## src/rtl/lc3_fetch_pkg.sv

```systemverilog
// Shared types for the LC-3 instruction-fetch stage.
//   fetch_state_t    : fetch FSM states (idle after reset, running, one-cycle flush).
//   fetch_entry_t    : one buffered instruction with the PC+1 it was fetched at.
//   PC_RESET_DEFAULT : default PC after reset.
package lc3_fetch_pkg;

  typedef enum logic [1:0] {
    StIdle,
    StRun,
    StFlush
  } fetch_state_t;

  typedef struct packed {
    logic [15:0] instr;
    logic [15:0] npc;
  } fetch_entry_t;

  localparam logic [15:0] PC_RESET_DEFAULT = 16'h3000;

endpackage

```

## src/rtl/lc3_fetch_if.sv

```systemverilog
// Bus bundle between the fetch stage, instruction memory, the redirect source and decode.
//   master : fetch-stage view (drives imem_rd/imem_addr and the decode-side outputs).
//   slave  : environment view (memory, branch unit, decode).
interface lc3_fetch_if;

  logic        enable_fetch;
  logic        enable_updatePC;
  logic        br_taken;
  logic [15:0] taddr;
  logic        imem_rd;
  logic [15:0] imem_addr;
  logic [15:0] imem_dout;
  logic        decode_ready;
  logic        enable_decode;
  logic [15:0] dout;
  logic [15:0] npc_out;

  modport master (
    input  enable_fetch, enable_updatePC, br_taken, taddr, imem_dout, decode_ready,
    output imem_rd, imem_addr, enable_decode, dout, npc_out
  );

  modport slave (
    output enable_fetch, enable_updatePC, br_taken, taddr, imem_dout, decode_ready,
    input  imem_rd, imem_addr, enable_decode, dout, npc_out
  );

endinterface

```

## src/rtl/lc3_fetch_buf.sv

```systemverilog
// Instruction buffer: small synchronous FIFO of fetch_entry_t.
//   clock, reset : rising-edge clock, asynchronous active-low reset
//   push, data   : append an entry (caller guarantees it is never full)
//   pop          : drop the head (caller guarantees it is never empty)
//   clear        : empty the buffer at the edge; overrides push/pop
//   head         : current head entry, read straight from storage flops
//   count        : number of valid entries
module lc3_fetch_buf
  import lc3_fetch_pkg::*;
#(
  parameter int unsigned DEPTH = 2
) (
  input  logic                     clock,
  input  logic                     reset,
  input  logic                     push,
  input  fetch_entry_t             data,
  input  logic                     pop,
  input  logic                     clear,
  output fetch_entry_t             head,
  output logic [$clog2(DEPTH):0]   count
);

  localparam int unsigned PW = $clog2(DEPTH);

  fetch_entry_t          mem_q [DEPTH];
  logic [PW-1:0]         rd_q, wr_q;
  logic [PW:0]           count_q;

  always_ff @(posedge clock or negedge reset) begin
    if (!reset) begin
      // Storage is reset so the head reads as zero out of reset.
      for (int i = 0; i < DEPTH; i++) mem_q[i] <= '0;
      rd_q    <= '0;
      wr_q    <= '0;
      count_q <= '0;
    end else if (clear) begin
      rd_q    <= '0;
      wr_q    <= '0;
      count_q <= '0;
    end else begin
      if (push) begin
        mem_q[wr_q] <= data;
        wr_q        <= wr_q + PW'(1);
      end
      if (pop) rd_q <= rd_q + PW'(1);
      unique case ({push, pop})
        2'b10:   count_q <= count_q + (PW+1)'(1);
        2'b01:   count_q <= count_q - (PW+1)'(1);
        default: count_q <= count_q;
      endcase
    end
  end

  assign head  = mem_q[rd_q];
  assign count = count_q;

endmodule

```

## src/rtl/lc3_fetch_stage.sv

```systemverilog
// LC-3 instruction-fetch stage: owns the PC, issues one-cycle-latency reads to instruction
// memory and queues {instr, PC+1} for decode. A qualified branch redirects the PC and drops
// everything buffered or in flight.
//   clock, reset : rising-edge clock, asynchronous active-low reset
//   bus (master) : enable_fetch/enable_updatePC/br_taken/taddr control inputs,
//                  imem_rd/imem_addr/imem_dout memory port,
//                  decode_ready/enable_decode/dout/npc_out decode handshake
module lc3_fetch_stage
  import lc3_fetch_pkg::*;
#(
  parameter int unsigned DEPTH    = 2,
  parameter logic [15:0] PC_RESET = PC_RESET_DEFAULT
) (
  input  logic         clock,
  input  logic         reset,
  lc3_fetch_if.master  bus
);

  localparam int unsigned CW = $clog2(DEPTH);
  localparam logic [CW+1:0] DepthW = DEPTH[CW+1:0];

  fetch_state_t  state_q;
  logic [15:0]   pc_q;
  logic [15:0]   npc_q;
  logic          inflight_q;

  logic          redirect;
  logic          issue;
  logic          pop;
  logic          push;
  logic          has_head;
  logic [CW:0]   buf_count;
  logic [CW+1:0] occupancy;
  fetch_entry_t  head;
  fetch_entry_t  push_entry;

  assign redirect = bus.br_taken & bus.enable_updatePC;
  assign has_head = (buf_count != '0);
  assign pop      = has_head & bus.decode_ready;

  // Slots committed once this cycle's pop retires: buffered plus the read still in flight.
  assign occupancy = {1'b0, buf_count} + {{(CW+1){1'b0}}, inflight_q}
                   - {{(CW+1){1'b0}}, pop};

  assign issue = (state_q != StIdle) & bus.enable_fetch & bus.enable_updatePC &
                 ~bus.br_taken & (occupancy < DepthW);

  // A response returning in the redirect cycle belongs to the old stream.
  assign push       = inflight_q & ~redirect & (state_q != StFlush);
  assign push_entry = '{instr: bus.imem_dout, npc: npc_q};

  always_ff @(posedge clock or negedge reset) begin
    if (!reset) begin
      state_q    <= StIdle;
      pc_q       <= PC_RESET;
      npc_q      <= '0;
      inflight_q <= 1'b0;
    end else begin
      inflight_q <= issue;
      if (issue) npc_q <= pc_q + 16'd1;

      if (redirect)   pc_q <= bus.taddr;
      else if (issue) pc_q <= pc_q + 16'd1;

      if (redirect) begin
        state_q <= StFlush;
      end else begin
        unique case (state_q)
          StIdle:  if (bus.enable_fetch) state_q <= StRun;
          StRun:   state_q <= StRun;
          StFlush: state_q <= StRun;
          default: state_q <= StIdle;
        endcase
      end
    end
  end

  lc3_fetch_buf #(
    .DEPTH (DEPTH)
  ) u_buf (
    .clock (clock),
    .reset (reset),
    .push  (push),
    .data  (push_entry),
    .pop   (pop),
    .clear (redirect),
    .head  (head),
    .count (buf_count)
  );

  assign bus.imem_rd       = issue;
  assign bus.imem_addr     = pc_q;
  assign bus.enable_decode = has_head;
  assign bus.dout          = head.instr;
  assign bus.npc_out       = head.npc;

endmodule

```

## src/flat_wrapper.sv

```systemverilog
// flat-port wrapper written by rule: the top's interface ports become plain ports
module lc3_fetch_stage_flat import lc3_fetch_pkg::*;
#(
  parameter int unsigned DEPTH    = 2,
  parameter logic [15:0] PC_RESET = PC_RESET_DEFAULT
)
  (clock, reset, bus_enable_fetch, bus_enable_updatePC, bus_br_taken, bus_taddr, bus_imem_dout, bus_decode_ready, bus_imem_rd, bus_imem_addr, bus_enable_decode, bus_dout, bus_npc_out);
  lc3_fetch_if bus_i ();
  input  logic clock;
  input  logic reset;
  input wire logic [$bits(bus_i.enable_fetch)-1:0] bus_enable_fetch;
  input wire logic [$bits(bus_i.enable_updatePC)-1:0] bus_enable_updatePC;
  input wire logic [$bits(bus_i.br_taken)-1:0] bus_br_taken;
  input wire logic [$bits(bus_i.taddr)-1:0] bus_taddr;
  input wire logic [$bits(bus_i.imem_dout)-1:0] bus_imem_dout;
  input wire logic [$bits(bus_i.decode_ready)-1:0] bus_decode_ready;
  output wire logic [$bits(bus_i.imem_rd)-1:0] bus_imem_rd;
  output wire logic [$bits(bus_i.imem_addr)-1:0] bus_imem_addr;
  output wire logic [$bits(bus_i.enable_decode)-1:0] bus_enable_decode;
  output wire logic [$bits(bus_i.dout)-1:0] bus_dout;
  output wire logic [$bits(bus_i.npc_out)-1:0] bus_npc_out;
  assign bus_i.enable_fetch = bus_enable_fetch;
  assign bus_i.enable_updatePC = bus_enable_updatePC;
  assign bus_i.br_taken = bus_br_taken;
  assign bus_i.taddr = bus_taddr;
  assign bus_i.imem_dout = bus_imem_dout;
  assign bus_i.decode_ready = bus_decode_ready;
  assign bus_imem_rd = bus_i.imem_rd;
  assign bus_imem_addr = bus_i.imem_addr;
  assign bus_enable_decode = bus_i.enable_decode;
  assign bus_dout = bus_i.dout;
  assign bus_npc_out = bus_i.npc_out;
  lc3_fetch_stage #(.DEPTH(DEPTH), .PC_RESET(PC_RESET)) u_core (.clock(clock), .reset(reset), .bus(bus_i));
endmodule
```

## config.mk

```make
export PLATFORM = sky130hd
export DESIGN_NAME = lc3_fetch_stage_flat
export DESIGN_NICKNAME = d
export VERILOG_FILES = /design/src/rtl/lc3_fetch_pkg.sv /design/src/rtl/lc3_fetch_if.sv /design/src/rtl/lc3_fetch_buf.sv /design/src/rtl/lc3_fetch_stage.sv /design/src/flat_wrapper.sv
export SDC_FILE = /design/constraint.sdc
export NUM_CORES = 1
export LEC_CHECK = 0
export ABC_AREA = 1
export ABC_CLOCK_PERIOD_IN_PS = 2750
export BUFFER_PORTS_ARGS = -buffer_cell sky130_fd_sc_hd__buf_4
export CORE_MARGIN = 2
export CORE_UTILIZATION = 57
export CTS_CLUSTER_DIAMETER = 120
export DETAILED_ROUTE_END_ITERATION = 16
export HOLD_SLACK_MARGIN = 0.08
export PLACE_DENSITY = 0.81
export SLEW_MARGIN = 20
export SYNTH_ARGS = -nofsm -noshare
export SYNTH_HDL_FRONTEND = slang
export SYNTH_HIERARCHICAL = 1
export SYNTH_SLANG_ARGS = --single-unit
```

## constraint.sdc

```tcl
create_clock -name clock -period 2.75 [get_ports clock]
set_input_delay 0.1375 -clock clock [delete_from_list [all_inputs] [get_ports clock]]
set_output_delay 0.1375 -clock clock [all_outputs]
set_load 0.05 [all_outputs]
```

==> results of run 1 <==
-- synth_stat cells (2+ instances only) --
library cell / n / area share (%)
o21ai_2: 59 / 9.7
nand3_4: 2 / 0.66
buf_12: 4 / 1.5
nor2_1: 19 / 1.3
buf_4: 2 / 0.28
nor2_2: 5 / 0.59
o21ai_1: 5 / 0.47
dfrtp_1: 101 / 48
inv_2: 3 / 0.21
buf_2: 3 / 0.28
o21ai_0: 2 / 0.19
buf_8: 2 / 0.57
ha_1: 2 / 0.47
nand2_2: 22 / 2.6
mux2_2: 17 / 3.6
dfstp_2: 2 / 0.99
buf_6: 11 / 2.3
inv_1: 60 / 4.2
nand4_1: 7 / 0.83
a21oi_1: 3 / 0.28
nand3_2: 6 / 1.1
mux2_1: 15 / 3.2
nand3_1: 35 / 3.3
nand2_1: 167 / 12
-- worst min-delay path: stages --
cell and delay [ns]:
buf_4 0.10, o21ai_0 0.07, a21oi_1 0.11
-- flip-flops by register name, indices dropped and copies added (netlist names) --
name and cells:
u_core/inflight_q 1, u_core/npc_q 16, u_core/state_q 2, u_core/u_buf/rd_q 1, u_core/u_buf/count 2, u_core/u_buf/mem_q 64
u_core/bus.imem_addr 16, u_core/u_buf/wr_q 1
-- cell type report --
type	instances	area (um2)	area share, %
Clock buffer	11	141	2.20
Clock inverter	5	41.3	0.642
Inverter	63	236	3.68
Multi-Input combinational cell	374	2230	34.7
Sequential cell	103	2580	40.1
Tap cell	111	139	2.16
Timing Repair Buffer	128	1060	16.5
-- per-layer routing --
layer | vias to the layer above | global-route usage (%) | share of wire, % | routed length [um]
met3 | 16 | 3.05 | 5.4 | 593
met4 | 0 | 8.64 | 1.5 | 168
met5 | - | 0 | 0 | 0
li1 | 2033 | - | - | -
met1 | 1961 | 32.3 | 45 | 4910
met2 | 146 | 38.7 | 49 | 5350
-- timing repair --
| item | in CTS | in global routing |
|---|---|---|
| hold endpoints to repair | 121 | 0 |
| pin swaps | 1 | 0 |
| setup buffers | 1 | 0 |
| resized for setup | 0 | 1 |
| endpoints found under the setup margin | 1 | 12 |
| hold buffers | 33 | 0 |
-- worst max path at each step --
stage / depth (start not counted) / startpoint / endpoint
3_5_place_dp: 10 / u_core/u_buf/count[1] / u_core/bus.imem_addr[7]
2_1_floorplan: 10 / u_core/u_buf/count[1] / u_core/bus.imem_addr[2]
5_1_grt: 8 / u_core/u_buf/count[1] / bus_imem_rd
3_3_place_gp: 10 / u_core/u_buf/count[1] / u_core/bus.imem_addr[10]
6_report: 8 / u_core/u_buf/count[1] / bus_imem_rd
4_1_cts: 8 / u_core/u_buf/count[1] / bus_imem_rd
-- power by group --
| group | leakage, nW | switching, mW | internal [mW] |
|---|---|---|---|
| sequential | 1.36 | 0.309 | 1.92 |
| clock | 0.0866 | 0.522 | 0.363 |
| combinational | 1.87 | 1.72 | 0.910 |
| total | 3.32 | 2.55 | 3.19 |
-- cells by family (layout without fill, tap and decap cells) --
| family | after synthesis | count (layout) | share of synthesized area, % |
|---|---|---|---|
| DFF | 103 | 103 | 48.6 |
| adders and majority gates | 3 | 3 | 0.849 |
| buffers and inverters | 85 | 207 | 9.43 |
| AOI/OAI and AO/OA | 71 | 71 | 11.0 |
| and+or+nand+nor | 267 | 267 | 23.2 |
| xor gates and xnor gates | 1 | 1 | 0.165 |
| muxes | 32 | 32 | 6.79 |
-- stage by stage --
stage | setup TNS, ns | worst slack (ns)
global route | -0.0501 | -0.0192
floorplan | 0 | 0.406
detailed placement | 0 | 0.179
global placement | 0 | 0.236
finish | 0 | 0.0758
CTS | 0 | 0.0354
==> impl_metrics.py, run 1 <==
metrics = {
    "outcome": {
        "status": "completed",
    },
    "final_layout": {
        "final_nets": 720,
        "layout-drive-gt1-share_pct": 33.8,
        "finalNonFillerCells": 795,
        "fillers": 674,
        "layout_common_cells": "nand2_1 (167), dfrtp_1 (100), buf_4 (93)",
        "layout_commonest_cell": "nand2_1",
        "areaGrowthSynthToFinish_pct": 21.2,
        "fin_area_mm2": 0.00643,
        "antenna_cells": 0,
        "final_util_pct": 70.3,
    },
    "routing": {
        "routed_via_density": 5.23,
        "drtAntennaViolNets": 0,
        "drcViolationCount": 0,
        "drtIter0Drc": 187,
        "wl_um": 11000,
        "num_vias": 4156,
        "wl_per_cell_um": 13.9,
        "drt_first_pass_iters": 5,
    },
    "placed_design": {
        "port-buffer-count": 87,
        "gp_congestion": 0.870,
        "place_area_mm2": 0.00591,
        "dp.cells": 745,
        "dpl.hpwl_um": 7210,
    },
    "logic_synthesis": {
        "yosysWarnings": 6,
        "synth_cell_types": 32,
        "synthesis.nets": 603,
        "netlist_instances": 562,
        "syn_area_mm2": 0.00531,
        "synthArstFlopShare_pct": 100,
        "ys_seq_area_share_pct": 48.6,
        "ys_ff_latch": 103,
        "synthFlopType": "dfrtp_1",
        "synth-edff-count": 0,
        "avgSynthCellArea_um2": 9.44,
    },
    "global_routing": {
        "grt_pass1_vias": 4040,
        "grt_pass1_wl_um": 18900,
        "overflow": 0,
        "antenna_found_initial": 0,
        "grtUsageTotal_pct": 23.6,
        "grt_max_degree": 79,
    },
    "setup_path": {
        "reg2reg_depth": 11,
        "slowest_delay_ns": 0.54,
        "setup.worst_path.start_class": "flop",
        "crit_type": "flop to output pin",
        "crit_required_ns": 2.61,
        "reg2reg_to": "u_core/bus.imem_addr[0]",
        "path_buf_inv": 2,
        "ff2ff_setup_slack_ns": 0.12,
        "cp_top_family": "adder cells",
        "rr_startpoint": "u_core/u_buf/count[1]",
        "crit_chain": "o21a_1 > ha_1 > inv_1 > nand2_1 > fa_1 > nand4_2 > nor2_8 > buf_4",
        "cpMaxStageDelayCell": "fa_1",
        "path_max_fanout": 7,
        "endpoint_kind": "output pin",
        "cp.arrival_ns": 2.54,
    },
    "timing": {
        "rsz0062_at_grt": "true",
        "hold_viol_final": 0,
        "worst_slew_pin_slew_ns": 0.957,
        "drv_slew": 0,
        "layout_min_cycle_time_ns": 2.67,
        "max_freq_ghz": 0.374,
        "max_slew_margin_pct": 36.2,
        "finClkSkew_ns": 0.0126,
        "holdWs_ns": 0.0946,
        "finalSetupViolations": 0,
        "min_period_over_period_pct": 97.2,
    },
    "clocking": {
        "cts_made_buffers": 9,
        "clk_path_buf_depth": 2,
        "clkTransAtPathRegs_ns": 0.10,
        "clkLatencyLatePin_ns": 0.36,
        "ctsHtreeMaxLevel": 3,
        "cts_root_buf": "clkbuf_8",
        "cts_sinks": 103,
        "cts_tree": "done",
    },
    "hold_path": {
        "whs_endpoint": "u_core/state_q[0]",
        "hp-class": "primary input to flop",
        "hold_depth": 3,
        "worstHoldStart": "bus_enable_fetch",
    },
    "floorplan": {
        "dieArea_mm2": 0.0101,
        "io_pins": 88,
        "rows": 35,
        "die_x_um": 100,
        "coreArea_mm2": 0.00915,
        "initial_core_util_pct": 58.0,
        "die_y_um": 100,
    },
    "power_and_ir_drop": {
        "finalPower_mw": 5.73,
        "leakage_nw": 3.32,
        "power.density_mw_per_mm2": 892,
        "vdd_drop_max_uv": 542,
    },
    "job": {
        "maxCapViolations": 0,
    },
}
Note: power is estimated with default switching activity, not from simulation.
==> inputs of run 2 (changes only) <==
- CELL_PAD_IN_SITES_DETAIL_PLACEMENT: not set -> 0
- CELL_PAD_IN_SITES_GLOBAL_PLACEMENT: not set -> 1
- CORE_UTILIZATION: 57 -> 43
- PLACE_DENSITY: 0.81 -> not set
- PLACE_DENSITY_LB_ADDON: not set -> 0.1
==> run 2 against run 1 <==
Cell area up 2.0%. Clock power up 51%. Setup slack better by 0.092 ns. Largest power group unchanged.
==> impl_metrics.py, run 2 (synthesized netlist as in run 1, its figures left out) <==
metrics = {
    "outcome": {
        "status": "completed",
    },
    "timing": {
        "layout_min_cycle_time_ns": 2.58,
        "finClkSkew_ns": 0.00640,
        "drv_slew": 0,
        "min_period_over_period_pct": 93.9,
        "tns_ns": 0,
        "hold_viol_final": 0,
        "max_slew_margin_pct": 59.2,
        "finalSetupViolations": 0,
        "worst_slew_pin_slew_ns": 0.612,
        "rsz0062_at_grt": "false",
        "max_freq_ghz": 0.387,
    },
    "hold_path": {
        "hold_depth": 3,
        "hp-class": "primary input to flop",
    },
    "final_layout": {
        "final_nets": 718,
        "layout_common_cells": "nand2_1 (167), buf_4 (102), dfrtp_1 (101)",
        "areaGrowthSynthToFinish_pct": 23.6,
        "layout_commonest_cell": "nand2_1",
        "antenna_cells": 0,
        "largest_reg_flops": 64,
        "final_util_pct": 54.6,
        "fin_area_mm2": 0.00656,
        "layout-drive-gt1-share_pct": 34.9,
        "top_register": "u_core/u_buf/mem_q",
        "finalNonFillerCells": 829,
    },
    "global_routing": {
        "grtUsageTotal_pct": 18.3,
        "overflow": 0,
        "grt_pass1_wl_um": 19100,
        "grt_pass1_vias": 3903,
        "grt_max_degree": 65,
        "antenna_found_initial": 0,
    },
    "clocking": {
        "cts_made_buffers": 9,
        "ctsHtreeMaxLevel": 3,
        "clkLatencyLatePin_ns": 0.33,
        "cts_sinks": 103,
        "cts_resized": 0,
        "clkTransAtPathRegs_ns": 0.07,
        "clk_path_buf_depth": 2,
        "cts_tree": "done",
        "cts_root_buf": "clkbuf_16",
    },
    "floorplan": {
        "io_pins": 88,
        "die_y_um": 115,
        "dieArea_mm2": 0.0132,
        "initial_core_util_pct": 44.2,
        "coreArea_mm2": 0.0120,
        "die_x_um": 115,
        "rows": 40,
    },
    "routing": {
        "num_vias": 4003,
        "wl_met1_um": 5730,
        "drcViolationCount": 0,
        "drt_first_pass_iters": 4,
        "topRoutingLayerUsed": "met4",
        "wl_met3_um": 390,
        "routed_via_density": 4.83,
        "drtIter0Drc": 165,
        "wl_per_cell_um": 13.8,
        "met2_length_um": 5130,
        "wl_um": 11400,
        "drtAntennaViolNets": 0,
    },
    "placed_design": {
        "port-buffer-count": 87,
        "dp.cells": 788,
        "dpl.hpwl_um": 7820,
        "place_area_mm2": 0.00600,
        "gp_congestion": 0.802,
    },
    "power_and_ir_drop": {
        "vdd_drop_max_uv": 329,
        "power.density_mw_per_mm2": 943,
        "leakage_nw": 3.38,
    },
    "setup_path": {
        "slowest_delay_ns": 0.52,
        "cpMaxStageDelayCell": "fa_1",
        "path_depth": 8,
        "crit_chain": "o21a_1 > ha_1 > inv_1 > nand2_1 > fa_1 > nand4_2 > nor2_8 > buf_4",
        "setup.worst_path.start_class": "flop",
        "cp_top_family": "adder cells",
        "crit_required_ns": 2.61,
        "reg2reg_depth": 11,
        "ff2ff_setup_slack_ns": 0.22,
        "crit_type": "flop to output pin",
        "path_buf_inv": 2,
        "endpoint_kind": "output pin",
        "cp.arrival_ns": 2.44,
        "path_max_fanout": 5,
    },
    "job": {
        "maxCapViolations": 0,
    },
}
## run 2: cell count changes in the layout (fill, tap and decap cells not counted), moves of 9 or more
cell and change:
buf_4 +9, clkbuf_8 -10, dlygate4sd3_1 -10, clkbuf_16 +9
## run 2: power by group
part	total, mW	internal [mW]	switching (mW)
Clock	1.34	0.795	0.542
Combinational	2.62	0.916	1.70
Sequential	2.23	1.92	0.312
Total	6.19	3.63	2.56
## run 2: final timing paths
check / to / startpoint
worst max-delay path: bus_imem_rd / u_core/u_buf/count[0]
worst min-delay path: u_core/u_buf/mem_q[58] / bus_imem_dout[10]
worst max register to register: u_core/bus.imem_addr[7] / u_core/u_buf/count[0]
worst min register to register: u_core/u_buf/mem_q[0] / u_core/u_buf/mem_q[0]
max in group asynchronous: u_core/bus.imem_addr[12] / reset
min in group asynchronous: u_core/u_buf/mem_q[26] / reset
## run 2: metal layers
layer  vias up  track usage [%]
met4         0             6.35
met5         -                0
li1       2031                -
met2        86             28.8
met1      1876             26.2
met3        10             2.32
## run 2: area by class of cell
cell class                      instances  area, um2
Inverter                               63        236
Fill cell                            1122       5450
Multi-Input combinational cell        374       2230
Tap cell                              147        184
Clock buffer                           10        229
Clock inverter                          6       85.1
Sequential cell                       103       2580
Timing Repair Buffer                  126       1020
## run 2: worst register-to-register path, stage by stage (launching register included)
cell	delay, ns
dfrtp_1	0.41
o21a_1	0.25
ha_1	0.30
inv_1	0.05
nand2_1	0.05
fa_1	0.53
nand4_2	0.18
nor2_8	0.13
buf_4	0.21
buf_4	0.15
nand3_1	0.10
nand3_1	0.10
## run 2: repair_timing
item                       4_1_cts  5_1_grt
hold endpoints to repair        69        0
buffers inserted                 2        0
setup endpoints to repair        1        0
hold buffers                    23        0
## run 2: metrics by stage
stage / power [mW] / hold WS (ns) / worst slack (ns)
3_3_place_gp: 4.83 / 0.190 / 0.322
2_1_floorplan: 4.19 / -0.158 / 0.406
6_report: 6.19 / 0.0862 / 0.168
4_1_cts: 6.26 / 0.0808 / 0.119
3_5_place_dp: 4.87 / 0.187 / 0.281
5_1_grt: 6.59 / 0.0952 / 0.0573
